--- config.mk ---
export PLATFORM = sky130hd
export DESIGN_NAME = input_conditioner
export DESIGN_NICKNAME = d
export VERILOG_FILES = /design/src/rtl/input_conditioner.sv
export SDC_FILE = /design/constraint.sdc
export NUM_CORES = 1
export LEC_CHECK = 0
export ABC_AREA = 0
export CORE_ASPECT_RATIO = 0.75
export CORE_UTILIZATION = 55
export DETAILED_ROUTE_END_ITERATION = 7
export PLACE_DENSITY = 0.76
export SKIP_LAST_GASP = 1
export SYNTH_ARGS = -nofsm -noshare
export SYNTH_HDL_FRONTEND = slang
export SYNTH_SLANG_ARGS = --single-unit
--- constraint.sdc ---
create_clock -name clk -period 2.95 [get_ports clk]
set_input_delay 0.885 -clock clk [delete_from_list [all_inputs] [get_ports clk]]
set_output_delay 0.885 -clock clk [all_outputs]
set_load 0.02 [all_outputs]
--- src/rtl/input_conditioner.sv ---
// input_conditioner
//   Cleans up the raw controller inputs before the game object units see them.
//   Each of the eight button/joystick lines is synchronised, debounced and turned
//   into a level plus one-cycle press/release pulses. Masked lines also produce
//   auto-repeat pulses while held. The 12-bit wheel reading is synchronised and
//   filtered with hysteresis so small jitter never moves the reported position.
//
// Ports
//   clk            system clock
//   reset          synchronous, active-high
//   btn_raw[7:0]   {Down,Up,Left,Right,Start,Select,B,A}, async, 1 = pressed
//   wheel_raw[11:0] unsigned wheel reading, async
//   btn_level      debounced button state
//   btn_press      1-cycle pulse in the first cycle a level is 1
//   btn_release    1-cycle pulse in the first cycle a level is 0
//   btn_repeat     press pulse plus auto-repeat pulses on REPEAT_MASK bits
//   wheel_pos      filtered wheel position
//   wheel_changed  1-cycle pulse in the cycle wheel_pos takes a new value
module input_conditioner #(
  parameter int         DEBOUNCE_CYC     = 250000,
  parameter int         REPEAT_DELAY_CYC = 12500000,
  parameter int         REPEAT_RATE_CYC  = 2500000,
  parameter logic [7:0] REPEAT_MASK      = 8'hF0,
  parameter int         WHEEL_HYST       = 8
) (
  input  logic        clk,
  input  logic        reset,
  input  logic [7:0]  btn_raw,
  input  logic [11:0] wheel_raw,
  output logic [7:0]  btn_level,
  output logic [7:0]  btn_press,
  output logic [7:0]  btn_release,
  output logic [7:0]  btn_repeat,
  output logic [11:0] wheel_pos,
  output logic        wheel_changed
);

  localparam int NUM_LANES = 8;
  localparam int WHL_W     = 12;

  // ---------------- buttons ----------------
  logic [NUM_LANES-1:0] r_btn_s1, r_btn_s2;

  always_ff @(posedge clk) begin
    if (reset) begin
      r_btn_s1 <= '0;
      r_btn_s2 <= '0;
    end else begin
      r_btn_s1 <= btn_raw;
      r_btn_s2 <= r_btn_s1;
    end
  end

  for (genvar g = 0; g < NUM_LANES; g++) begin : g_lane
    input_conditioner_lane #(
      .DEBOUNCE_CYC     (DEBOUNCE_CYC),
      .REPEAT_DELAY_CYC (REPEAT_DELAY_CYC),
      .REPEAT_RATE_CYC  (REPEAT_RATE_CYC),
      .REPEAT_EN        (REPEAT_MASK[g])
    ) u_lane (
      .clk       (clk),
      .reset     (reset),
      .i_sync    (r_btn_s2[g]),
      .o_level   (btn_level[g]),
      .o_press   (btn_press[g]),
      .o_release (btn_release[g]),
      .o_repeat  (btn_repeat[g])
    );
  end

  // ---------------- wheel ----------------
  logic [WHL_W-1:0] r_whl_s1, r_whl_s2, r_whl_s3, r_wheel_pos;
  logic [2:0]       r_whl_vld;
  logic             r_init, r_wheel_chg;
  logic             w_stable, w_hyst_ok;
  logic [WHL_W:0]   w_diff;

  // The sync flops come out of reset holding zeros that were never sampled;
  // r_whl_vld tracks which stages hold a real sample so the first post-reset
  // position is the settled wheel reading rather than that cleared zero.
  assign w_stable  = r_whl_vld[2] && (r_whl_s2 == r_whl_s3);
  assign w_diff    = (r_whl_s2 >= r_wheel_pos) ? ({1'b0, r_whl_s2} - {1'b0, r_wheel_pos})
                                               : ({1'b0, r_wheel_pos} - {1'b0, r_whl_s2});
  assign w_hyst_ok = (w_diff >= (WHL_W+1)'(WHEEL_HYST));

  always_ff @(posedge clk) begin
    if (reset) begin
      r_whl_s1    <= '0;
      r_whl_s2    <= '0;
      r_whl_s3    <= '0;
      r_whl_vld   <= '0;
      r_wheel_pos <= '0;
      r_wheel_chg <= 1'b0;
      r_init      <= 1'b1;
    end else begin
      r_whl_s1    <= wheel_raw;
      r_whl_s2    <= r_whl_s1;
      r_whl_s3    <= r_whl_s2;
      r_whl_vld   <= {r_whl_vld[1:0], 1'b1};
      r_wheel_chg <= 1'b0;
      if (w_stable && (r_init || w_hyst_ok)) begin
        r_wheel_pos <= r_whl_s2;
        r_wheel_chg <= 1'b1;
        r_init      <= 1'b0;
      end
    end
  end

  assign wheel_pos     = r_wheel_pos;
  assign wheel_changed = r_wheel_chg;

endmodule

// input_conditioner_lane
//   One button line: debounce counter, level/press/release registers and the
//   optional auto-repeat FSM.
// Ports
//   clk, reset   as top
//   i_sync       synchronised raw line
//   o_level      debounced level
//   o_press      1-cycle pulse on level rise
//   o_release    1-cycle pulse on level fall
//   o_repeat     press pulse plus repeat pulses (press pulse only if REPEAT_EN=0)
module input_conditioner_lane #(
  parameter int DEBOUNCE_CYC     = 250000,
  parameter int REPEAT_DELAY_CYC = 12500000,
  parameter int REPEAT_RATE_CYC  = 2500000,
  parameter bit REPEAT_EN        = 1'b0
) (
  input  logic clk,
  input  logic reset,
  input  logic i_sync,
  output logic o_level,
  output logic o_press,
  output logic o_release,
  output logic o_repeat
);

  localparam int DBW  = $clog2(DEBOUNCE_CYC);
  localparam int RMAX = (REPEAT_DELAY_CYC > REPEAT_RATE_CYC) ? REPEAT_DELAY_CYC : REPEAT_RATE_CYC;
  localparam int RW   = $clog2(RMAX);

  localparam logic [DBW-1:0] DB_TC   = DBW'(DEBOUNCE_CYC - 1);
  localparam logic [RW-1:0]  DLY_TC  = RW'(REPEAT_DELAY_CYC - 1);
  localparam logic [RW-1:0]  RATE_TC = RW'(REPEAT_RATE_CYC - 1);

  // ---------------- debounce ----------------
  logic [DBW-1:0] r_cnt;
  logic           r_level, r_press, r_release;
  logic           w_mismatch, w_flip, w_rise, w_fall;

  assign w_mismatch = i_sync ^ r_level;
  assign w_flip     = w_mismatch && (r_cnt == DB_TC);
  assign w_rise     = w_flip & ~r_level;
  assign w_fall     = w_flip &  r_level;

  always_ff @(posedge clk) begin
    if (reset) begin
      r_cnt     <= '0;
      r_level   <= 1'b0;
      r_press   <= 1'b0;
      r_release <= 1'b0;
    end else begin
      if (!w_mismatch || w_flip) r_cnt <= '0;
      else                       r_cnt <= r_cnt + DBW'(1);
      if (w_flip) r_level <= ~r_level;
      r_press   <= w_rise;
      r_release <= w_fall;
    end
  end

  // ---------------- auto-repeat ----------------
  // Driven from the same-cycle flip decision so repeat pulses line up with
  // btn_press and a release always suppresses a coincident repeat tick.
  typedef enum logic [1:0] {ST_IDLE, ST_DELAY, ST_REPEAT} rpt_state_t;

  rpt_state_t    r_state, w_state_nx;
  logic [RW-1:0] r_rcnt, w_rcnt_nx;
  logic          r_repeat, w_repeat_nx;

  always_ff @(posedge clk) begin
    if (reset) begin
      r_state  <= ST_IDLE;
      r_rcnt   <= '0;
      r_repeat <= 1'b0;
    end else begin
      r_state  <= w_state_nx;
      r_rcnt   <= w_rcnt_nx;
      r_repeat <= w_repeat_nx;
    end
  end

  always_comb begin
    w_state_nx  = r_state;
    w_rcnt_nx   = r_rcnt;
    w_repeat_nx = 1'b0;
    if (!REPEAT_EN) begin
      w_state_nx  = ST_IDLE;
      w_rcnt_nx   = '0;
      w_repeat_nx = w_rise;
    end else if (w_fall) begin
      w_state_nx = ST_IDLE;
      w_rcnt_nx  = '0;
    end else begin
      case (r_state)
        ST_IDLE: begin
          if (w_rise) begin
            w_state_nx  = ST_DELAY;
            w_rcnt_nx   = '0;
            w_repeat_nx = 1'b1;
          end
        end
        ST_DELAY: begin
          if (r_rcnt == DLY_TC) begin
            w_state_nx  = ST_REPEAT;
            w_rcnt_nx   = '0;
            w_repeat_nx = 1'b1;
          end else begin
            w_rcnt_nx = r_rcnt + RW'(1);
          end
        end
        ST_REPEAT: begin
          if (r_rcnt == RATE_TC) begin
            w_rcnt_nx   = '0;
            w_repeat_nx = 1'b1;
          end else begin
            w_rcnt_nx = r_rcnt + RW'(1);
          end
        end
        default: begin
          w_state_nx = ST_IDLE;
          w_rcnt_nx  = '0;
        end
      endcase
    end
  end

  assign o_level   = r_level;
  assign o_press   = r_press;
  assign o_release = r_release;
  assign o_repeat  = r_repeat;

endmodule

==> results.json, run 1 <==
{
  "gp_congestion": 0.946,
  "worst_setup_path_start_kind": "flop",
  "cts_buffer_depth": 3,
  "cts_sinks": 345,
  "path_max_fanout": 6,
  "synth_fp_nets": 1930,
  "cts_tree": "built",
  "grt.total_usage": 0.231,
  "worst_slew_pin_slew_ns": 0.658,
  "postRouteWirelength_mm": 34.2,
  "die_h_um": 150,
  "power_density_nw_per_um2": 504,
  "die_w_um": 200,
  "total_power_w": 0.00968,
  "crit_path_end_kind": "flop",
  "yosysMostFrequentCell": "dfxtp_1",
  "synthFlopType": "dfxtp_1",
  "grt_max_degree": 70,
  "stdcell_area_um2": 19200,
  "core_um2": 28400,
  "start_util": 0.568,
  "hold_start": "r_btn_s1[1]",
  "hp-class": "reg2reg",
  "async_flop_share": 0,
  "worstReg2RegStart": "wheel_pos[6]",
  "max-cap-violations": 0,
  "rrSetupSlack_ns": -0.07,
  "netlist_top_cells_count": "dfxtp_1, nor2_1, nand2_1, xor2_1, nand3_1",
  "synth_area_leader_cell": "dfxtp_1",
  "antenna_found_initial": 0,
  "drt-initial-drc-count": 874,
  "crit_required_ns": 3.35,
  "setup_violations": 12,
  "ys_top_cells_by_area": "dfxtp_1, nor2_1, xor2_1, xnor2_1, ha_1",
  "synthAdderAreaFrac": 0.0435,
  "status": "finished with violations",
  "viasPerCell": 5.42,
  "grt_pass1_vias": 12079,
  "die-area_um2": 30000,
  "syn2layout_area_growth_pct": 19.1,
  "violations": "setup timing",
  "maxSlewViolCount": 0,
  "drcViolationCount": 0,
  "yosysUniqueCellTypes": 83,
  "synth-xor-area-share": 0.116,
  "num_rows": 53,
  "drive_gt1_frac": 0.129,
  "grt_pass1_wl_mm": 57.6,
  "arrival_ns": 3.42,
  "synthSimpleGateAreaFrac": 0.276,
  "netlist_instances": 1852,
  "synth_top_area_frac": 0.429,
  "seq_area_frac_synth": 0.429,
  "placed_area_um2": 17700,
  "cts.clk_slew.worst_paths_ns": 0.06,
  "holdWs_ns": 0.432,
  "clock_latency_ns": 0.52,
  "boundaryPins": 67,
  "ant_nets": 0,
  "grt_overflow": 0,
  "max-slew-margin-rel": 0.557,
  "rsz0062_at_grt": "yes",
  "fin_skew_ns": 0.0116,
  "yosysWarnings": 0,
  "vias": 12943,
  "fmaxAchievable_mhz": 331,
  "wl_per_cell_um": 14.3,
  "setup_tns_ns": -0.728,
  "setup_ws_ns": -0.0701,
  "synth_compound_area_frac": 0.0714,
  "cts_buffers": 35,
  "nets": 2057,
  "avgSynthCellArea_um2": 8.70,
  "p_leak_nw": 7.00,
  "synth_top_family_by_area": "simple AND/OR/NAND/NOR gates",
  "timing.final.crit_share": 1.02,
  "irDropWorstVdd_mv": 0.409,
  "ys_ff_latch": 345,
  "synth_edf_count": 0,
  "root_buffer": "clkbuf_16",
  "h-tree-depth": 2,
  "antenna_cells": 0,
  "hold_viol_final": 0,
  "numPortBuffers": 66,
  "period_minus_slack_ns": 3.02,
  "startpoint": "wheel_pos[6]",
  "dp_hpwl_mm": 24.2,
  "dr.pass1.iters": 5,
  "syn_area_um2": 16100,
  "synth_mux_area_frac": 0.0198,
  "worstSetupPathType": "reg2reg"
}
## registers in the layout (all words and copies together), names as in the netlist
name                     cells
r_btn_s1                     8
wheel_pos                   12
g_lane.u_lane.o_repeat       4
g_lane.u_lane.r_cnt        144
g_lane.u_lane.r_state        8
r_init                       1
g_lane.u_lane.o_release      8
r_whl_s2                    12
g_lane.u_lane.o_press        8
g_lane.u_lane.o_level        8
g_lane.u_lane.r_rcnt        96
r_whl_s3                    12
wheel_changed                1
r_whl_s1                    12
r_whl_vld                    3
r_btn_s2                     8
## through the flow
stage	worst slack, ns	utilization	instances
after floorplan	-0.152	-	1852
after global placement	-0.369	0.623	2321
after detailed placement	-0.410	0.623	2321
after CTS	-0.172	0.669	2387
after global routing	-0.185	0.676	2390
final	-0.0701	0.676	2390
## logic make-up after synthesis
| family | count (synthesis) |
|---|---|
| AND/OR/NAND/NOR | 884 |
| flip-flops | 345 |
| XOR/XNOR | 213 |
| AO/OA/AOI/OAI | 173 |
| buffers and inverters | 154 |
| adder cells (fa/ha/maj) | 56 |
| multiplexers | 27 |
## path summary, 6_finish.rpt
check                                     to  cells after the start
worst max-delay path            wheel_pos[0]                     11
worst min-delay path             r_btn_s2[1]                      1
worst max register to register  wheel_pos[0]                     11
worst min register to register   r_btn_s2[1]                      1
## timing repair
item                       4_1_cts  5_1_grt
cloned                           0        0
hold buffers                     0        0
setup endpoints to repair       13       22
buffers inserted                 3        3
resized for setup               26       37
pin swaps                       11       15
hold endpoints to repair         0        0
## worst max-delay path: stages (launching register included)
cell	delay, ns
dfxtp_4	0.35
inv_2	0.05
ha_4	0.27
and4_1	0.24
o21a_4	0.14
o21a_1	0.14
or4_4	0.43
a2111oi_4	0.30
a31oi_2	0.08
o41ai_4	0.37
buf_6	0.22
mux2_4	0.31
## cell type report
| class | instances | area [um2] |
|---|---|---|
| inverter | 70 | 265 |
| clock inverter | 18 | 169 |
| fill | 2351 | 9190 |
| multi-input combinational | 1353 | 8850 |
| sequential | 345 | 6940 |
| clock buffer | 45 | 985 |
| tap | 385 | 482 |
| timing repair buffer | 174 | 1510 |
## placed cells by master, fill, tap and decap left out, drive strengths merged, types with 5 or more instances in the layout
cell / count
o211ai: 5
a21oi: 52
xnor2: 83
nor2: 314
clkdlybuf4s50: 65
nor3: 46
a31oi: 12
dfxtp: 345
clkbuf: 45
nand3: 95
nor4b: 10
mux2i: 15
or4: 5
o21a: 7
ha: 56
inv: 72
a21boi: 5
nor4: 20
nand4: 54
and2: 11
a211oi: 9
and4: 13
nor2b: 53
nand2b: 24
nand2: 132
and3: 46
o21bai: 5
xor2: 130
nor3b: 5
o21ai: 42
mux2: 12
buf: 109
or3: 22
nor4bb: 6
nand4b: 10
clkinv: 13
## power breakdown
group / internal, W / switching, W / leakage (nW)
logic: 0.000260 / 0.000292 / 3.62
registers: 0.00469 / 0.0000240 / 2.80
clock network: 0.00256 / 0.00185 / 0.578
total: 0.00751 / 0.00216 / 7.00
## per-layer routing
| layer | track usage | wire length, um | vias up |
|---|---|---|---|
| li1 | - | - | 6531 |
| met3 | 0.0367 | 1700 | 49 |
| met1 | 0.334 | 16700 | 6100 |
| met2 | 0.357 | 15100 | 263 |
| met4 | 0.0592 | 589 | 0 |
| met5 | 0 | 0 | - |
(Power assumes the default switching activity.)
==> run 2, diff against run 1 <==
--- a/config.mk
+++ b/config.mk
@@ -10,6 +10,7 @@
 export CORE_UTILIZATION = 55
 export DETAILED_ROUTE_END_ITERATION = 7
 export PLACE_DENSITY = 0.76
+export REMOVE_ABC_BUFFERS = 1
 export SKIP_LAST_GASP = 1
 export SYNTH_ARGS = -nofsm -noshare
 export SYNTH_HDL_FRONTEND = slang
==> results.json, run 2 (synthesis results as in run 1) <==
{
  "postRouteWirelength_mm": 34.0,
  "layout.cells.most_common": "dfxtp_1",
  "largestRegisters": "g_lane.u_lane.r_cnt x144, g_lane.u_lane.r_rcnt x96",
  "cts_buffer_depth": 3,
  "vias": 12890,
  "drive_gt1_frac": 0.130,
  "grt_overflow": 0,
  "die-area_um2": 30000,
  "die_w_um": 200,
  "grt_pass1_vias": 12389,
  "setup_violations": 12,
  "cts.hold.buffers_added": 0,
  "root_buffer": "clkbuf_16",
  "numPortBuffers": 66,
  "arrival_ns": 3.56,
  "clock_latency_ns": 0.52,
  "grt_max_degree": 26,
  "max-cap-violations": 0,
  "fin_skew_ns": 0.0182,
  "worst_setup_path_start_kind": "flop",
  "cts.clk_slew.worst_paths_ns": 0.06,
  "period_minus_slack_ns": 3.18,
  "rsz0062_at_grt": "yes",
  "final_cells": 2414,
  "largest_reg_flops": 144,
  "boundaryPins": 67,
  "fmaxAchievable_mhz": 315,
  "ant_nets": 0,
  "path_max_fanout": 7,
  "worstSetupPathType": "reg2reg",
  "gp_congestion": 0.889,
  "setup_tns_ns": -2.48,
  "hold_viol_final": 0,
  "antenna_cells": 0,
  "grt_pass1_wl_mm": 57.2,
  "crit_required_ns": 3.34,
  "timing.final.crit_share": 1.08,
  "status": "finished with violations",
  "cts_tree": "built",
  "worst_slew_pin_slew_ns": 0.645,
  "power_density_nw_per_um2": 504,
  "p_leak_nw": 7.09,
  "hp-class": "reg2reg",
  "viasPerCell": 5.34,
  "drcViolationCount": 0,
  "h-tree-depth": 2,
  "cts_sinks": 345,
  "layout_common_cells": "dfxtp_1, nor2_1, buf_4, nand2_1, xor2_1",
  "syn2layout_area_growth_pct": 19.4,
  "num_rows": 53,
  "dr.pass1.iters": 5,
  "dp_hpwl_mm": 24.0,
  "nets": 2088,
  "setup_ws_ns": -0.225,
  "start_util": 0.568,
  "wl_per_cell_um": 14.1,
  "crit_path_end_kind": "flop",
  "antenna_found_initial": 1,
  "die_h_um": 150,
  "top_register": "g_lane.u_lane.r_cnt",
  "grt.total_usage": 0.229,
  "violations": "setup timing",
  "maxSlewViolCount": 0,
  "max-slew-margin-rel": 0.566,
  "core_um2": 28400,
  "irDropWorstVdd_mv": 0.388,
  "cts_buffers": 35,
  "dp_cells": 2344,
  "drt-initial-drc-count": 732
}
-- run 2: critical path, cell delays in order (launching register included) --
cell	delay, ns
dfxtp_2	0.34
inv_2	0.05
ha_4	0.28
nand2b_4	0.06
a21o_4	0.24
buf_6	0.12
a32o_2	0.25
a2111oi_4	0.31
buf_4	0.16
nand4_1	0.08
a22o_1	0.24
o41ai_4	0.39
buf_6	0.23
mux2_4	0.31
-- run 2: where the power goes --
part | internal, W | leakage (nW) | switching, W | total [W]
Clock | 0.00267 | 0.558 | 0.00176 | 0.00443
Sequential | 0.00470 | 2.79 | 0.0000240 | 0.00472
Combinational | 0.000270 | 3.73 | 0.000282 | 0.000552
-- run 2: repair_timing --
item	in CTS	in global routing
pin swaps	11	9
setup buffers	13	1
cloned	0	0
endpoints found under the setup margin	13	15
resized for setup	38	20
-- run 2: area by class of cell --
| class | instances | area, um2 |
|---|---|---|
| clock buffer | 46 | 977 |
| sequential | 345 | 6920 |
| fill | 2300 | 9150 |
| tap | 385 | 482 |
| inverter | 70 | 263 |
| timing repair buffer | 205 | 1720 |
| multi-input combinational | 1353 | 8710 |
| clock inverter | 10 | 160 |
-- run 2: path summary, 6_finish.rpt --
path	startpoint	end	slack [ns]	cells past startpoint
worst min register to register	r_btn_s1[2]	r_btn_s2[2]	0.44	1
worst min-delay path	r_btn_s1[2]	r_btn_s2[2]	0.44	1
worst max register to register	wheel_pos[1]	wheel_pos[6]	-0.23	13
worst max-delay path	wheel_pos[1]	wheel_pos[6]	-0.23	13
-- run 2: stage by stage --
stage	utilization	hold WS, ns	total power, W	instance area, um2	worst slack, ns
after detailed placement	0.625	0.425	0.00531	17700	-0.481
after global placement	0.625	0.419	0.00530	17700	-0.446
after floorplan	-	0.413	0.00508	15600	-0.713
final	0.678	0.437	0.00970	19200	-0.225
after global routing	0.678	0.453	0.0101	19200	-0.336
after CTS	0.674	0.440	0.00978	19100	-0.252
-- run 2: layer usage --
layer  track usage  up-vias  wire (um)
met3        0.0403       45       1760
met4        0.0595        0        592
met2         0.377      288      15300
li1              -     6582          -
met5             0        -          0
met1         0.310     5975      16300
==> run 3, diff against run 2 <==
--- a/config.mk
+++ b/config.mk
@@ -7,9 +7,8 @@
 export LEC_CHECK = 0
 export ABC_AREA = 0
 export CORE_ASPECT_RATIO = 0.75
-export CORE_UTILIZATION = 55
+export CORE_UTILIZATION = 45
 export DETAILED_ROUTE_END_ITERATION = 7
-export PLACE_DENSITY = 0.76
 export REMOVE_ABC_BUFFERS = 1
 export SKIP_LAST_GASP = 1
 export SYNTH_ARGS = -nofsm -noshare
==> results.json, run 3 (synthesis results as in run 1) <==
{
  "status": "finished with violations",
  "violations": "DRC, setup timing",
  "max-cap-violations": 0,
  "die_w_um": 220,
  "layout.cells.most_common": "dfxtp_1",
  "clock_latency_ns": 0.53,
  "grt_pass1_vias": 12022,
  "grt_pass1_wl_mm": 58.3,
  "cts_sinks": 345,
  "cp.depth": 11,
  "p_leak_nw": 7.19,
  "stdcell_area_um2": 19600,
  "grt_max_degree": 56,
  "ant_nets": 0,
  "reg2reg_depth": 11,
  "cts.clk_slew.worst_paths_ns": 0.06,
  "power_density_nw_per_um2": 516,
  "top_register": "g_lane.u_lane.r_cnt",
  "utilization": 0.560,
  "placed_area_um2": 17900,
  "hold_viol_final": 0,
  "dp_cells": 2420,
  "internal-power_w": 0.00790,
  "viasPerCell": 5.09,
  "hold_path_depth": 1,
  "timing.final.crit_share": 1.06,
  "max-slew-margin-rel": 0.589,
  "p_clk_frac": 0.477,
  "worst_slew_pin_slew_ns": 0.609,
  "cp_cell_sequence": "inv_2 > ha_4 > nor2b_4 > o21ba_4 > o21a_1 > or4_4 > a2111oi_4 > a31oi_2 > o41ai_4 > buf_6 > mux2_4",
  "cts_buffers": 36,
  "largestRegisters": "g_lane.u_lane.r_cnt x144, g_lane.u_lane.r_rcnt x96",
  "numPortBuffers": 66,
  "fmaxAchievable_mhz": 320,
  "antenna_cells": 0,
  "cp_top_family": "compound AO/OA/AOI/OAI gates",
  "drt-initial-drc-count": 642,
  "cts_buffer_depth": 3,
  "final_cells": 2501,
  "path_max_fanout": 8,
  "start_util": 0.460,
  "maxSlewViolCount": 0,
  "dr.pass1.iters": 7,
  "largest_reg_flops": 144,
  "irDropWorstVdd_mv": 0.324,
  "drive_gt1_frac": 0.141,
  "cts_tree": "built",
  "postRouteWirelength_mm": 34.4,
  "slowest_stage": "or4_4",
  "dp_hpwl_mm": 23.9,
  "crit_path_max_incr_delay_ns": 0.53,
  "hp-class": "reg2reg",
  "wl_per_cell_um": 13.7,
  "setup_ws_ns": -0.178,
  "grt.total_usage": 0.189,
  "gp_congestion": 0.859,
  "crit_required_ns": 3.36,
  "root_buffer": "clkbuf_16",
  "crit_buf_inv": 2,
  "swShare": 0.219,
  "grt_overflow": 0,
  "fin_skew_ns": 0.0135,
  "die-area_um2": 36600,
  "rsz0062_at_grt": "yes",
  "layout_common_cells": "dfxtp_1, nor2_1, buf_4, nand2_1, xor2_1",
  "h-tree-depth": 2,
  "setup_violations": 13,
  "crit_path_end_kind": "flop",
  "num_rows": 59,
  "antenna_found_initial": 0,
  "multi_input_area_um2": 8800,
  "worstSetupPathType": "reg2reg",
  "period_minus_slack_ns": 3.13,
  "syn2layout_area_growth_pct": 21.7,
  "nets": 2096,
  "holdWs_ns": 0.438,
  "p_comb_frac": 0.057,
  "boundaryPins": 67,
  "p_seq_frac": 0.467,
  "die_h_um": 166,
  "core_um2": 35000,
  "vias": 12730,
  "post-place-ws_ns": -0.459,
  "p_sw_w": 0.00222,
  "seqCellArea_um2": 6920,
  "worst_setup_path_start_kind": "flop",
  "n_fill_cell": 3213,
  "drcViolationCount": 3,
  "arrival_ns": 3.54
}
## run 3: worst register-to-register path: cells and delay by family (launching register included)
family	cells	cell delay (ns)
AO/OA/AOI/OAI	5	1.21
adder cells (fa/ha/maj)	1	0.21
buffers and inverters	2	0.27
flip-flops	1	0.34
multiplexers	1	0.32
AND/OR/NAND/NOR	2	0.67
## run 3: per-stage QoR
stage / total power [W] / TNS (ns)
CTS: 0.0102 / -2.40
global route: 0.0105 / -3.44
floorplan: 0.00508 / -14.11
finish: 0.0101 / -1.88
detailed placement: 0.00532 / -5.17
global placement: 0.00532 / -5.70
## run 3: final timing paths
check / startpoint / slack (ns) / to
setup / recovery: wheel_pos[1] / -0.18 / wheel_pos[5]
hold reg to reg: r_whl_vld[0] / 0.44 / r_whl_vld[1]
hold / removal: r_whl_vld[0] / 0.44 / r_whl_vld[1]
setup reg to reg: wheel_pos[1] / -0.18 / wheel_pos[5]
## run 3: timing repair
item,4_1_cts,5_1_grt
hold buffers,0,0
pin swaps,19,13
buffers inserted,14,3
gates resized for setup,45,29
endpoints found under the hold margin,0,0
setup endpoints to repair,13,19
## run 3: layer usage
metal | vias to the layer above | global-route usage | routed length (um)
li1 | 6616 | - | -
met1 | 5903 | 0.289 | 18600
met4 | 0 | 0.0468 | 569
met2 | 163 | 0.272 | 14000
met3 | 48 | 0.0322 | 1180
met5 | - | 0 | 0
## run 3: power groups by stage
stage	registers (W)	clock network, W	logic, W
floorplan	0.00482	0	0.000261
global placement	0.00482	0	0.000495
detailed placement	0.00482	0	0.000499
CTS	0.00472	0.00497	0.000539
global route	0.00472	0.00519	0.000624
finish	0.00472	0.00482	0.000573
## run 3: final cells by class
cell class / instances / area share
inverters: 70 / 0.0134
clock inverters: 10 / 0.00900
clock buffers: 54 / 0.0557
flip-flops and latches: 345 / 0.353
multi-input cells: 1353 / 0.449
repair buffers: 212 / 0.0909
well taps: 457 / 0.0292
